--- config.mk ---
export PLATFORM = sky130hd
export DESIGN_NAME = nasti_ram_write_slave
export DESIGN_NICKNAME = d
export VERILOG_FILES = /design/src/rtl/nasti_ram_write_slave.sv
export SDC_FILE = /design/constraint.sdc
export NUM_CORES = 1
export LEC_CHECK = 0
export CAP_MARGIN = 20
export CELL_PAD_IN_SITES_DETAIL_PLACEMENT = 0
export CELL_PAD_IN_SITES_GLOBAL_PLACEMENT = 1
export CORE_UTILIZATION = 28
export DETAILED_ROUTE_END_ITERATION = 8
export PLACE_DENSITY = 0.66
export SYNTH_ARGS = -nofsm -noshare
export SYNTH_HDL_FRONTEND = slang
export SYNTH_SLANG_ARGS = --single-unit
--- constraint.sdc ---
create_clock -name clk -period 3.4 [get_ports clk]
set_clock_uncertainty 0.2 [all_clocks]
set_input_delay 0.34 -clock clk [delete_from_list [all_inputs] [get_ports clk]]
set_output_delay 0.34 -clock clk [all_outputs]
set_load 0.01 [all_outputs]
--- src/rtl/nasti_ram_write_slave.sv ---
// NASTI write-channel slave: takes one AW burst at a time, turns every W beat into a
// registered single-port RAM write, and answers each burst with a single B response.
module nasti_ram_write_slave #(
  parameter int unsigned ID_WIDTH   = 1,
  parameter int unsigned ADDR_WIDTH = 8,
  parameter int unsigned DATA_WIDTH = 8,
  parameter int unsigned USER_WIDTH = 1,
  parameter int unsigned MEM_DEPTH  = 64,
  localparam int unsigned BYTES     = DATA_WIDTH / 8,
  localparam int unsigned MEM_AW    = (MEM_DEPTH > 1) ? $clog2(MEM_DEPTH) : 1
) (
  input  logic                  clk,
  input  logic                  rst,
  // AW channel
  input  logic [ID_WIDTH-1:0]   aw_id,
  input  logic [ADDR_WIDTH-1:0] aw_addr,
  input  logic [7:0]            aw_len,
  input  logic [2:0]            aw_size,
  input  logic [1:0]            aw_burst,
  input  logic [USER_WIDTH-1:0] aw_user,
  input  logic                  aw_valid,
  output logic                  aw_ready,
  // W channel
  input  logic [DATA_WIDTH-1:0] w_data,
  input  logic [BYTES-1:0]      w_strb,
  input  logic                  w_last,
  input  logic [USER_WIDTH-1:0] w_user,
  input  logic                  w_valid,
  output logic                  w_ready,
  // B channel
  output logic [ID_WIDTH-1:0]   b_id,
  output logic [1:0]            b_resp,
  output logic [USER_WIDTH-1:0] b_user,
  output logic                  b_valid,
  input  logic                  b_ready,
  // RAM write port
  output logic                  mem_we,
  output logic [MEM_AW-1:0]     mem_addr,
  output logic [DATA_WIDTH-1:0] mem_wdata,
  output logic [BYTES-1:0]      mem_wstrb
);

  localparam int unsigned BYTES_LOG = $clog2(BYTES);
  localparam logic [2:0] MAX_SIZE = 3'(BYTES_LOG);
  localparam logic [ADDR_WIDTH:0] DEPTH_W = (ADDR_WIDTH + 1)'(MEM_DEPTH);
  localparam logic [1:0] BurstFixed = 2'b00;
  localparam logic [1:0] BurstIncr  = 2'b01;

  typedef enum logic [1:0] {StIdle, StData, StResp} state_e;

  state_e                state_q, state_d;
  logic                  init_q, init_d;
  logic [ID_WIDTH-1:0]   id_q, id_d;
  logic [USER_WIDTH-1:0] user_q, user_d;
  logic [ADDR_WIDTH-1:0] addr_q, addr_d;
  logic [7:0]            len_q, len_d;
  logic [2:0]            size_q, size_d;
  logic [1:0]            burst_q, burst_d;
  logic [7:0]            beat_q, beat_d;
  logic                  cfg_err_q, cfg_err_d;
  logic                  err_q, err_d;
  logic                  mem_we_q, mem_we_d;
  logic [MEM_AW-1:0]     mem_addr_q, mem_addr_d;
  logic [DATA_WIDTH-1:0] mem_wdata_q, mem_wdata_d;
  logic [BYTES-1:0]      mem_wstrb_q, mem_wstrb_d;

  logic                  aw_fire, w_fire, b_fire;
  logic                  bad_cfg, last_beat, in_range;
  logic [ADDR_WIDTH-1:0] word, incr, addr_next;
  logic                  unused_w;

  assign unused_w = ^w_user;

  assign aw_ready = (state_q == StIdle) && init_q;
  assign w_ready  = (state_q == StData);
  assign b_valid  = (state_q == StResp);
  assign aw_fire  = aw_valid && aw_ready;
  assign w_fire   = w_valid && w_ready;
  assign b_fire   = b_valid && b_ready;

  assign b_id      = id_q;
  assign b_user    = user_q;
  assign b_resp    = {err_q, 1'b0};
  assign mem_we    = mem_we_q;
  assign mem_addr  = mem_addr_q;
  assign mem_wdata = mem_wdata_q;
  assign mem_wstrb = mem_wstrb_q;

  // WRAP and the reserved encoding are refused, as is any beat wider than the bus.
  assign bad_cfg   = aw_burst[1] || (aw_size > MAX_SIZE);
  assign last_beat = (beat_q == len_q);
  assign word      = addr_q >> BYTES_LOG;
  assign in_range  = {1'b0, word} < DEPTH_W;

  // First INCR beat may be unaligned; every following beat lands on a size boundary.
  assign incr      = ADDR_WIDTH'(1) << size_q;
  assign addr_next = (burst_q == BurstIncr) ? ((addr_q & ~(incr - ADDR_WIDTH'(1))) + incr)
                                            : addr_q;

  always_comb begin
    state_d     = state_q;
    init_d      = 1'b1;
    id_d        = id_q;
    user_d      = user_q;
    addr_d      = addr_q;
    len_d       = len_q;
    size_d      = size_q;
    burst_d     = burst_q;
    beat_d      = beat_q;
    cfg_err_d   = cfg_err_q;
    err_d       = err_q;
    mem_we_d    = 1'b0;
    mem_addr_d  = mem_addr_q;
    mem_wdata_d = mem_wdata_q;
    mem_wstrb_d = mem_wstrb_q;
    unique case (state_q)
      StIdle: begin
        if (aw_fire) begin
          id_d      = aw_id;
          user_d    = aw_user;
          addr_d    = aw_addr;
          len_d     = aw_len;
          size_d    = aw_size;
          burst_d   = aw_burst;
          beat_d    = 8'd0;
          cfg_err_d = bad_cfg;
          err_d     = bad_cfg;
          state_d   = StData;
        end
      end
      StData: begin
        if (w_fire) begin
          // A w_last mismatch only flags the response; the beat still writes.
          if (!cfg_err_q && in_range) begin
            mem_we_d    = 1'b1;
            mem_addr_d  = word[MEM_AW-1:0];
            mem_wdata_d = w_data;
            mem_wstrb_d = w_strb;
          end
          err_d  = err_q | ~in_range | (w_last != last_beat);
          addr_d = (burst_q == BurstFixed) ? addr_q : addr_next;
          beat_d = beat_q + 8'd1;
          if (last_beat) state_d = StResp;
        end
      end
      StResp: begin
        if (b_fire) state_d = StIdle;
      end
      default: state_d = StIdle;
    endcase
  end

  always_ff @(posedge clk or posedge rst) begin
    if (rst) begin
      state_q     <= StIdle;
      init_q      <= 1'b0;
      id_q        <= '0;
      user_q      <= '0;
      addr_q      <= '0;
      len_q       <= '0;
      size_q      <= '0;
      burst_q     <= '0;
      beat_q      <= '0;
      cfg_err_q   <= 1'b0;
      err_q       <= 1'b0;
      mem_we_q    <= 1'b0;
      mem_addr_q  <= '0;
      mem_wdata_q <= '0;
      mem_wstrb_q <= '0;
    end else begin
      state_q     <= state_d;
      init_q      <= init_d;
      id_q        <= id_d;
      user_q      <= user_d;
      addr_q      <= addr_d;
      len_q       <= len_d;
      size_q      <= size_d;
      burst_q     <= burst_d;
      beat_q      <= beat_d;
      cfg_err_q   <= cfg_err_d;
      err_q       <= err_d;
      mem_we_q    <= mem_we_d;
      mem_addr_q  <= mem_addr_d;
      mem_wdata_q <= mem_wdata_d;
      mem_wstrb_q <= mem_wstrb_d;
    end
  end

endmodule

==> impl_metrics.json <==
{
  "run_status": "complete, no violations",
  "die_area_mm2": 0.0104,
  "rows": 36,
  "start_util": 0.287,
  "clkTransAtPathRegs_ns": 0.10,
  "nets": 383,
  "synthAdderAreaFrac": 0.0179,
  "worstPathRequired_ns": 3.38,
  "synth_xor_area_frac": 0.0596,
  "fmax_mhz": 360,
  "gr-total-overflow": 0,
  "crit_arrival_ns": 2.76,
  "cts.sinks": 52,
  "ys_warn_count": 0,
  "critical_path_peak_fanout": 11,
  "syn_area_per_cell_um2": 9.90,
  "yosysTopAreaCellShare": 0.466,
  "top_layer": "met4",
  "cts_setup_buffers": 0,
  "synth_top_family_by_area": "simple AND/OR/NAND/NOR gates",
  "cts_buffers": 5,
  "cts_root_buffer": "clkbuf_8",
  "worstSetupPathType": "flip-flop to flip-flop",
  "min_period_ns": 2.78,
  "final_layout_size_suffix_gt1_frac": 0.132,
  "cts_tree": "done",
  "syn_nets": 325,
  "powerDensity_mw_per_mm2": 803,
  "synth_edf_count": 0,
  "synthCells": 282,
  "ys_types": 58,
  "holdCritPathClass": "primary input to asynchronous set/reset pin",
  "diodes": 0,
  "worstMarginPinSlew_ns": 0.598,
  "htree_levels": 2,
  "syn_to_final_growth_pct": 29.5,
  "synth_simple_gate_area_frac": 0.240,
  "syn_area_mm2": 0.00279,
  "hold_violations": 0,
  "cts_resized": 0,
  "yosysMostFrequentCell": "nand2_1",
  "end_kind": "flip-flop",
  "grt_max_degree": 27,
  "post-route-util": 0.372,
  "die_w_um": 102,
  "io_buffer_count": 59,
  "first_iter_violations": 56,
  "synth_commonest_cells": "nand2_1 (63), dfrtp_1 (52), nor2_1 (15)",
  "peakVddDrop_v": 0.000259,
  "hpwl_mm": 4.47,
  "die_height_um": 102,
  "final_antenna_net_count": 0,
  "drt-vias-per-instance": 4.52,
  "maxSlewViolCount": 0,
  "vias": 2142,
  "synth-compound-area-share": 0.112,
  "fillers": 1022,
  "wl_mm": 6.28,
  "ys_ff_latch": 52,
  "rsz0062_at_grt": "no",
  "ys_seq_area_frac": 0.466,
  "tns_ns": 0,
  "period_share": 0.816,
  "wl_met2_mm": 2.88,
  "coreArea_mm2": 0.00973,
  "track_usage": 0.132,
  "muxShareOfSynthArea": 0.0632,
  "wl_met3_um": 290,
  "firstDrtPassIters": 4,
  "start_kind": "flip-flop",
  "clockBufferDepth": 2,
  "maxCapViolCount": 0,
  "antenna_found_initial": 0,
  "ios": 62,
  "grt_pass1_vias": 2146,
  "wl_met1_mm": 3.03,
  "drcViolationCount": 0,
  "slew_headroom": 0.601,
  "ys.flop_type": "dfrtp_1",
  "yosys.area.top_type": "dfrtp_1",
  "p_leak_nw": 1.56,
  "synthArstFlopShare": 1.00,
  "wire_per_inst_um": 13.2,
  "setup_viol": 0,
  "clk_latency_ns": 0.30,
  "gp_congestion": 0.801,
  "cts_hold_buf": 0,
  "synth_area_leaders": "dfrtp_1 (47%), nand2_1 (8.5%), xnor2_1 (3.5%)",
  "grt_pass1_wl_mm": 10.6
}
==> logic make-up after synthesis <==
kind of cell / Yosys count
XOR/XNOR: 19
buffers and inverters: 20
other: 2
adder cells (fa/ha/maj): 4
flip-flops: 52
multiplexers: 16
AO/OA/AOI/OAI: 42
AND/OR/NAND/NOR: 127
==> cells in the final DEF, fill, tap and decap left out, types with 3 or more instances in the layout <==
| cell type | instances |
|---|---|
| nor2_1 | 15 |
| nor3_1 | 4 |
| clkdlybuf4s50_1 | 59 |
| xnor2_1 | 11 |
| nor2b_1 | 8 |
| buf_4 | 5 |
| clkbuf_8 | 5 |
| a21oi_2 | 4 |
| inv_1 | 5 |
| a21oi_1 | 4 |
| dfrtp_1 | 52 |
| mux2i_1 | 3 |
| nand3_1 | 5 |
| a31oi_1 | 6 |
| ha_1 | 4 |
| mux2_2 | 6 |
| xor2_1 | 8 |
| and3_1 | 5 |
| nand4_1 | 4 |
| mux2_1 | 7 |
| o21ai_0 | 7 |
| nand2_1 | 63 |
| o21ai_1 | 4 |
==> worst paths after layout <==
| path | startpoint | end | slack, ns | cells after the start |
|---|---|---|---|---|
| worst max-delay path | size_q[2] | addr_q[7] | 0.62 | 9 |
| max in group asynchronous | rst | b_user | 2.21 | 3 |
| worst max register to register | size_q[2] | addr_q[7] | 0.62 | 9 |
| min in group clk | mem_wdata[6] | mem_wdata[6] | 0.28 | 2 |
| worst min-delay path | rst | init_q | 0.16 | 2 |
| worst min register to register | mem_wdata[6] | mem_wdata[6] | 0.28 | 2 |
==> critical path, cell delays in order, from the launching register on <==
cell and delay (ns):
dfrtp_1 0.59, inv_1 0.21, nor3_1 0.24, ha_1 0.32
nor4bb_2 0.21, a221oi_2 0.37, nand2_1 0.11, o22ai_2 0.19
a21oi_2 0.08, a2bb2oi_2 0.14
==> layer usage <==
layer	vias to the layer above	track usage
li1	1075	-
met1	1016	0.175
met2	42	0.216
met3	9	0.0287
met4	0	0.0385
met5	-	0
==> through the flow <==
step	power, mW	setup WS (ns)	hold slack, ns	cells	area, µm²
floorplan	2.05	0.940	0.245	282	2790
global placement	2.48	0.662	0.257	466	3500
detailed placement	2.50	0.644	0.261	466	3500
CTS	2.94	0.607	0.182	474	3620
global route	3.15	0.361	0.201	474	3620
finish	2.90	0.625	0.161	474	3620
==> final cells by class <==
class                   instances  area [µm²]  share of cell area
flip-flops and latches         52        1300               0.360
clock buffers                   5        68.8              0.0190
inverters                       7        26.3             0.00727
clock inverters                 3        42.5              0.0118
repair buffers                 64         628               0.174
multi-input cells             210        1380               0.382
well taps                     133         166              0.0460
==> flip-flops by register name, summed over array words and instances, names as in the netlist <==
signal and count:
cfg_err_q 1, mem_we 1, state_q 2, beat_q 8, size_q 3, len_q 8, b_id 1, burst_q 2
mem_addr 6, b_user 1, mem_wdata 8, mem_wstrb 1, init_q 1, addr_q 8, err_q 1
==> report_power, final <==
| group | internal, mW | switching, mW | total (mW) |
|---|---|---|---|
| combinational | 0.689 | 0.645 | 1.33 |
| clock | 0.218 | 0.212 | 0.431 |
| sequential | 0.876 | 0.262 | 1.14 |
Note: power is estimated with default switching activity, not from simulation.
